## src/rtl/sensor_cond_array.sv

```systemverilog
// Per-channel exponential averaging of NUM_CH sensor samples, with hysteretic low-level flags and a setpoint error.
// Latency: tick in cycle t -> avg_vld in cycle t+1+NUM_CH; avg_out/below refresh on the edge that ends that cycle.
// Backpressure: none; a tick arriving while a pass is in flight is dropped and recorded in sticky overrun.
module sensor_cond_array #(
  parameter int NUM_CH   = 4,
  parameter int DATA_W   = 12,
  parameter int LOG2_W   = 2,
  parameter int FAST_SIM = 0,
  parameter int THRES    = 'h400,
  parameter int HYST     = 'h20
) (
  input  logic                       clk,
  input  logic                       rst,
  input  logic [NUM_CH*DATA_W-1:0]   smpl_in,
  input  logic [NUM_CH-1:0]          seed_req,
  input  logic                       ext_mode,
  input  logic                       ext_strobe,
  input  logic                       gate,
  input  logic [DATA_W-1:0]          target,
  input  logic [$clog2(NUM_CH)-1:0]  err_sel,
  output logic [NUM_CH*DATA_W-1:0]   avg_out,
  output logic                       avg_vld,
  output logic                       busy,
  output logic [NUM_CH-1:0]          below,
  output logic                       overrun,
  output logic signed [DATA_W:0]     error
);

  localparam int TIMER_W = (FAST_SIM != 0) ? 16 : 22;
  localparam int ACC_W   = DATA_W + LOG2_W;
  localparam int SEL_W   = $clog2(NUM_CH);
  localparam logic [DATA_W:0]  LO_LIM  = (DATA_W+1)'(THRES);
  localparam logic [DATA_W:0]  HI_LIM  = (DATA_W+1)'(THRES + HYST);
  localparam logic [SEL_W:0]   NCH     = (SEL_W+1)'(NUM_CH);
  localparam logic [SEL_W-1:0] LAST_CH = SEL_W'(NUM_CH - 1);

  typedef enum logic [1:0] {IDLE, CALC, DONE} state_t;

  state_t             state, state_nxt;
  logic [TIMER_W-1:0] timer;
  logic [SEL_W-1:0]   ch_idx;
  logic [DATA_W-1:0]  snap    [NUM_CH];
  logic [ACC_W-1:0]   acc     [NUM_CH];
  logic [DATA_W-1:0]  acc_avg [NUM_CH];
  logic [DATA_W-1:0]  avg_r   [NUM_CH];
  logic [ACC_W-1:0]   acc_cur, acc_upd;
  logic [DATA_W-1:0]  sel_avg;
  logic               tick, start, calc_en;

  // Only one tick source is live; the other is ignored entirely.
  assign tick = ext_mode ? ext_strobe : (&timer);

  // Free-running decimation timer; internal tick when it reads all ones.
  always_ff @(posedge clk) begin
    if (rst) timer <= '0;
    else     timer <= timer + 1'b1;
  end

  // Sequencer state register.
  always_ff @(posedge clk) begin
    if (rst) state <= IDLE;
    else     state <= state_nxt;
  end

  // Next-state and control decode: CALC walks one channel per cycle, DONE publishes.
  always_comb begin
    state_nxt = state;
    busy      = 1'b1;
    avg_vld   = 1'b0;
    calc_en   = 1'b0;
    start     = 1'b0;
    case (state)
      IDLE: begin
        busy = 1'b0;
        if (tick) begin
          start     = 1'b1;
          state_nxt = CALC;
        end
      end
      CALC: begin
        calc_en = 1'b1;
        if (ch_idx == LAST_CH) state_nxt = DONE;
      end
      DONE: begin
        avg_vld   = 1'b1;
        state_nxt = IDLE;
      end
      default: state_nxt = IDLE;
    endcase
  end

  // Channel pointer for the shared update datapath; parked at 0 outside CALC.
  always_ff @(posedge clk) begin
    if (rst || !calc_en) ch_idx <= '0;
    else                 ch_idx <= ch_idx + 1'b1;
  end

  // Capture all inputs at the accepted tick so a pass sees one coherent sample set.
  always_ff @(posedge clk) begin
    if (rst) begin
      for (int k = 0; k < NUM_CH; k++) snap[k] <= '0;
    end else if (start) begin
      for (int k = 0; k < NUM_CH; k++) snap[k] <= smpl_in[k*DATA_W +: DATA_W];
    end
  end

  // Shared update: acc - acc/W + sample; cannot exceed (2^DATA_W-1)*W so no wrap.
  always_comb begin
    acc_cur = acc[ch_idx];
    acc_upd = acc_cur - (acc_cur >> LOG2_W) + ACC_W'(snap[ch_idx]);
  end

  // Accumulators: a seed pulse wins over the CALC step for that channel in the same cycle.
  always_ff @(posedge clk) begin
    if (rst) begin
      for (int k = 0; k < NUM_CH; k++) acc[k] <= '0;
    end else begin
      for (int k = 0; k < NUM_CH; k++) begin
        if (seed_req[k])
          acc[k] <= {smpl_in[k*DATA_W +: DATA_W], {LOG2_W{1'b0}}};
        else if (calc_en && (ch_idx == SEL_W'(k)))
          acc[k] <= acc_upd;
      end
    end
  end

  // Average views of the accumulators and the flattened output bus.
  always_comb begin
    for (int k = 0; k < NUM_CH; k++) begin
      acc_avg[k] = acc[k][ACC_W-1:LOG2_W];
      avg_out[k*DATA_W +: DATA_W] = avg_r[k];
    end
  end

  // Publish averages and update hysteretic low flags once per completed pass.
  always_ff @(posedge clk) begin
    if (rst) begin
      for (int k = 0; k < NUM_CH; k++) avg_r[k] <= '0;
      below <= '1;
    end else if (state == DONE) begin
      for (int k = 0; k < NUM_CH; k++) begin
        avg_r[k] <= acc_avg[k];
        if ({1'b0, acc_avg[k]} < LO_LIM)       below[k] <= 1'b1;
        else if ({1'b0, acc_avg[k]} >= HI_LIM) below[k] <= 1'b0;
      end
    end
  end

  // Sticky record of ticks lost because a pass was still running.
  always_ff @(posedge clk) begin
    if (rst)                         overrun <= 1'b0;
    else if (tick && state != IDLE)  overrun <= 1'b1;
  end

  // Setpoint error against the selected published average; forced to zero when gated or out of range.
  always_comb begin
    sel_avg = '0;
    if ({1'b0, err_sel} < NCH) sel_avg = avg_r[err_sel];
    error = '0;
    if (!gate) error = {1'b0, target} - {1'b0, sel_avg};
  end

endmodule

```

## config.mk

```make
export PLATFORM = sky130hd
export DESIGN_NAME = sensor_cond_array
export DESIGN_NICKNAME = d
export VERILOG_FILES = /design/src/rtl/sensor_cond_array.sv
export SDC_FILE = /design/constraint.sdc
export NUM_CORES = 1
export LEC_CHECK = 0
export BUFFER_PORTS_ARGS = -buffer_cell sky130_fd_sc_hd__buf_2
export CAP_MARGIN = 20
export CORE_MARGIN = 10
export CORE_UTILIZATION = 63
export DETAILED_ROUTE_END_ITERATION = 12
export PLACE_DENSITY = 0.86
export SYNTH_ARGS = -nofsm -noshare
export SYNTH_HDL_FRONTEND = slang
export SYNTH_SLANG_ARGS = --single-unit
```

## constraint.sdc

```tcl
create_clock -name clk -period 12.1 [get_ports clk]
set_input_delay 1.21 -clock clk [delete_from_list [all_inputs] [get_ports clk]]
set_output_delay 1.21 -clock clk [all_outputs]
set_load 0.02 [all_outputs]
```

==> summary.md <==
| Metric | Value |
|---|---|
| Crit path max fanout | `12` |
| Clock Sinks | `183` |
| Die H | `145 µm` |
| Tmin final | `5.18 ns` |
| Design Power | `1.73 mW` |
| Pre-Repair DR Iteration Count | `6` |
| Antenna cell count | `0` |
| Overflow after GRT | `0` |
| Synth top area share | `46.1%` |
| Post-Syn Area | `9910 µm²` |
| Slew Viols, Final | `0` |
| RSZ-0062 raised after global routing | `false` |
| Fin area | `11400 µm²` |
| Post-synth cell types | `58` |
| Outcome | `completed` |
| Crit share post-route | `42.8%` |
| Final core utilization | `74.3%` |
| Post-synth top area cell | `edfxtp_1` |
| Met1 GRT Util | `31.9%` |
| DR vias/cell | `6.07` |
| Startpoint Class | `input pin` |
| Critical path capture point type | `output pin` |
| Final worst setup slack | `6.92 ns` |
| Sequential Power Share | `43.0%` |
| Synth async-reset ratio | `0%` |
| Cell family with most CP delay | `compound AO/OA/AOI/OAI gates` |
| Clk pwr share | `33.8%` |
| DIE AREA | `21100 µm²` |
| Worst Max-Slew Pin Slew | `1.03 ns` |
| Initial Util | `64.7%` |
| Total core area | `15300 µm²` |
| CTS H-tree depth | `4` |
| Antenna violations before repair | `0` |
| Cts bufs inserted | `17` |
| TritonCTS clock tree | `done` |
| Reg clk slew, reported paths | `0.06 ns` |
| Most common cell in the netlist | `edfxtp_1` |
| Syn_nets | `938` |
| Gates resized, CTS repair | `0` |
| Combinational Power Share | `23.2%` |
| Die Width | `145 µm` |
| Post-synth top flop | `edfxtp_1` |
| Internal Power | `1.22 mW` |
| Synth warn | `0` |
| Relative slew slack | `31.3%` |
| Row cnt | `45` |
| Via count | `7082` |
| Sequential area share after synthesis | `52.3%` |
| Post-Route WL | `24.8 mm` |
| Buf+Inv Stages, Crit Path | `3` |
| Pin count of the biggest net entering global routing | `78` |
| Synthesized area per cell | `12.0 µm²` |
| Max incr delay on CP | `0.56 ns` |
| Worst clock skew | `0.00795 ns` |
| Final setup violation count | `0` |
| Met3 usage | `6.61%` |
| Routability cong. | `0.936` |
| Power Density | `152 nW/µm²` |
| Share of cells above drive strength 1 | `24.0%` |
| # placed instances | `1134` |
| Leak | `4.72 nW` |
| NetSw | `0.511 mW` |
| Minimum hold slack | `0.447 ns` |
| Port Buffers | `138` |
| Starting DRT DRC Count | `779` |
| Hold Path Class | `reg -> reg` |
| Largest cells by area after synthesis | `edfxtp_1, mux4_2, dfxtp_1, and2_1, inv_1` |
| Root buf cell | `clkbuf_16` |
| Final HPWL DP | `18.8 mm` |
| Sw Share | `29.6%` |
| Setup TNS | `0 ns` |
| Final hold violations | `0` |
| Max-cap check violation count | `0` |
| Worst setup path class | `in -> out` |
| Crit path DAT | `3.97 ns` |
| DRC Markers | `0` |
| Slowest cell on crit path | `mux4_2` |
| Grt met2 use | `35.2%` |
| CTS max path bufs | `2` |
| Most crowded layer after global routing | `met2` |
| Peak Freq | `193 MHz` |
| First-pass GRT wire length | `39.2 mm` |
| VDD IR-drop max | `0.131 mV` |
| Nets | `1059` |
| Vias in the first global route | `7150` |
| IO Count | `139` |
| Number of synthesized register bits | `183` |
| Post-place setup slack | `6.92 ns` |
| Synth Instances | `823` |
| Flop2flop setup slack | `7.38 ns` |
| Antenna Violating Nets Remaining | `0` |
| DR WL/cell | `21.2 µm` |
| Critical path cell sequence | `buf_2, mux4_2, inv_1, ha_1, nor2b_1, o31a_1, o31a_1, a311oi_1, xor2_1, nor2_1, buf_2` |
| CP required | `10.89 ns` |
| Hold buffers post-CTS | `0` |
| Synth cell count leaders | `edfxtp_1, inv_1, and2_1` |
| Fin cells | `1167` |
| Post-Place Cell Area | `10700 µm²` |
| Setup Buffers After CTS | `0` |
| Worst-skew pair later-pin latency | `0.43 ns` |
| Total track usage | `23.3%` |
| P&R area growth vs syn | `14.8%` |
| Number of synthesized flops with an enable pin | `152` |
## flip-flops by register name, indices dropped and copies added, names as in the netlist
signal and count:
ch_idx 2, overrun 1, timer 22, avg_r 48
acc 56, state 2, snap 48, below 4
## power by group through the flow
stage                     combinational (mW)  clock (mW)  sequential [mW]
after floorplan                        0.290           0            0.751
after global placement                 0.382           0            0.753
after detailed placement               0.390           0            0.756
after CTS                              0.393       0.589            0.743
after global routing                   0.441       0.609            0.746
final                                  0.401       0.584            0.742
## path summary, 6_finish.rpt
| check | from | to | cells after the start |
|---|---|---|---|
| setup / recovery | err_sel[0] | error[9] | 11 |
| hold / removal | overrun$_SDFFE_PP0P_ | overrun$_SDFFE_PP0P_ | 2 |
| hold reg to reg | overrun$_SDFFE_PP0P_ | overrun$_SDFFE_PP0P_ | 2 |
| setup reg to reg | ch_idx[0]$_SDFF_PP0_ | acc[1][13]$_SDFFCE_PN0P_ | 10 |
## logic make-up (layout without fill, tap and decap cells)
kind of cell	count (synthesis)	count (layout)	synth area share (%)
simple gates	250	250	14.0
flops	183	183	52.3
buf+inv	149	282	6.13
compound gates	123	123	9.01
fa+ha+maj	44	44	6.54
mux	38	38	8.75
xor+xnor	36	36	3.26
## routing by layer
layer	routed length, µm	share of wire, %
met1	10500	43
met2	11300	46
met3	2540	10
met4	410	1.7
met5	0	0
## area by class of cell
cell class | instances | area (µm²)
Sequential cell | 183 | 5190
Clock inverter | 14 | 199
Inverter | 104 | 390
Clock buffer | 17 | 425
Tap cell | 211 | 264
Multi-Input combinational cell | 491 | 4130
Fill cell | 997 | 3940
Timing Repair Buffer | 147 | 778
## worst min-delay path, cell delays in order (launching register included)
cell     delay, ns
dfxtp_1       0.31
inv_1         0.04
a21oi_1       0.05
## layout by cell type (no fill, tap or decap), drive strengths merged, types with 23 or more instances in the layout
cell	synthesis	routed
a221oi	36	36
and2	66	66
buf	15	147
dfxtp	31	31
edfxtp	152	152
ha	31	31
inv	104	108
mux4	38	38
nand2	31	31
nor2	44	44
nor4	36	36
o21ai	23	23
Note: power is estimated with default switching activity, not from simulation.
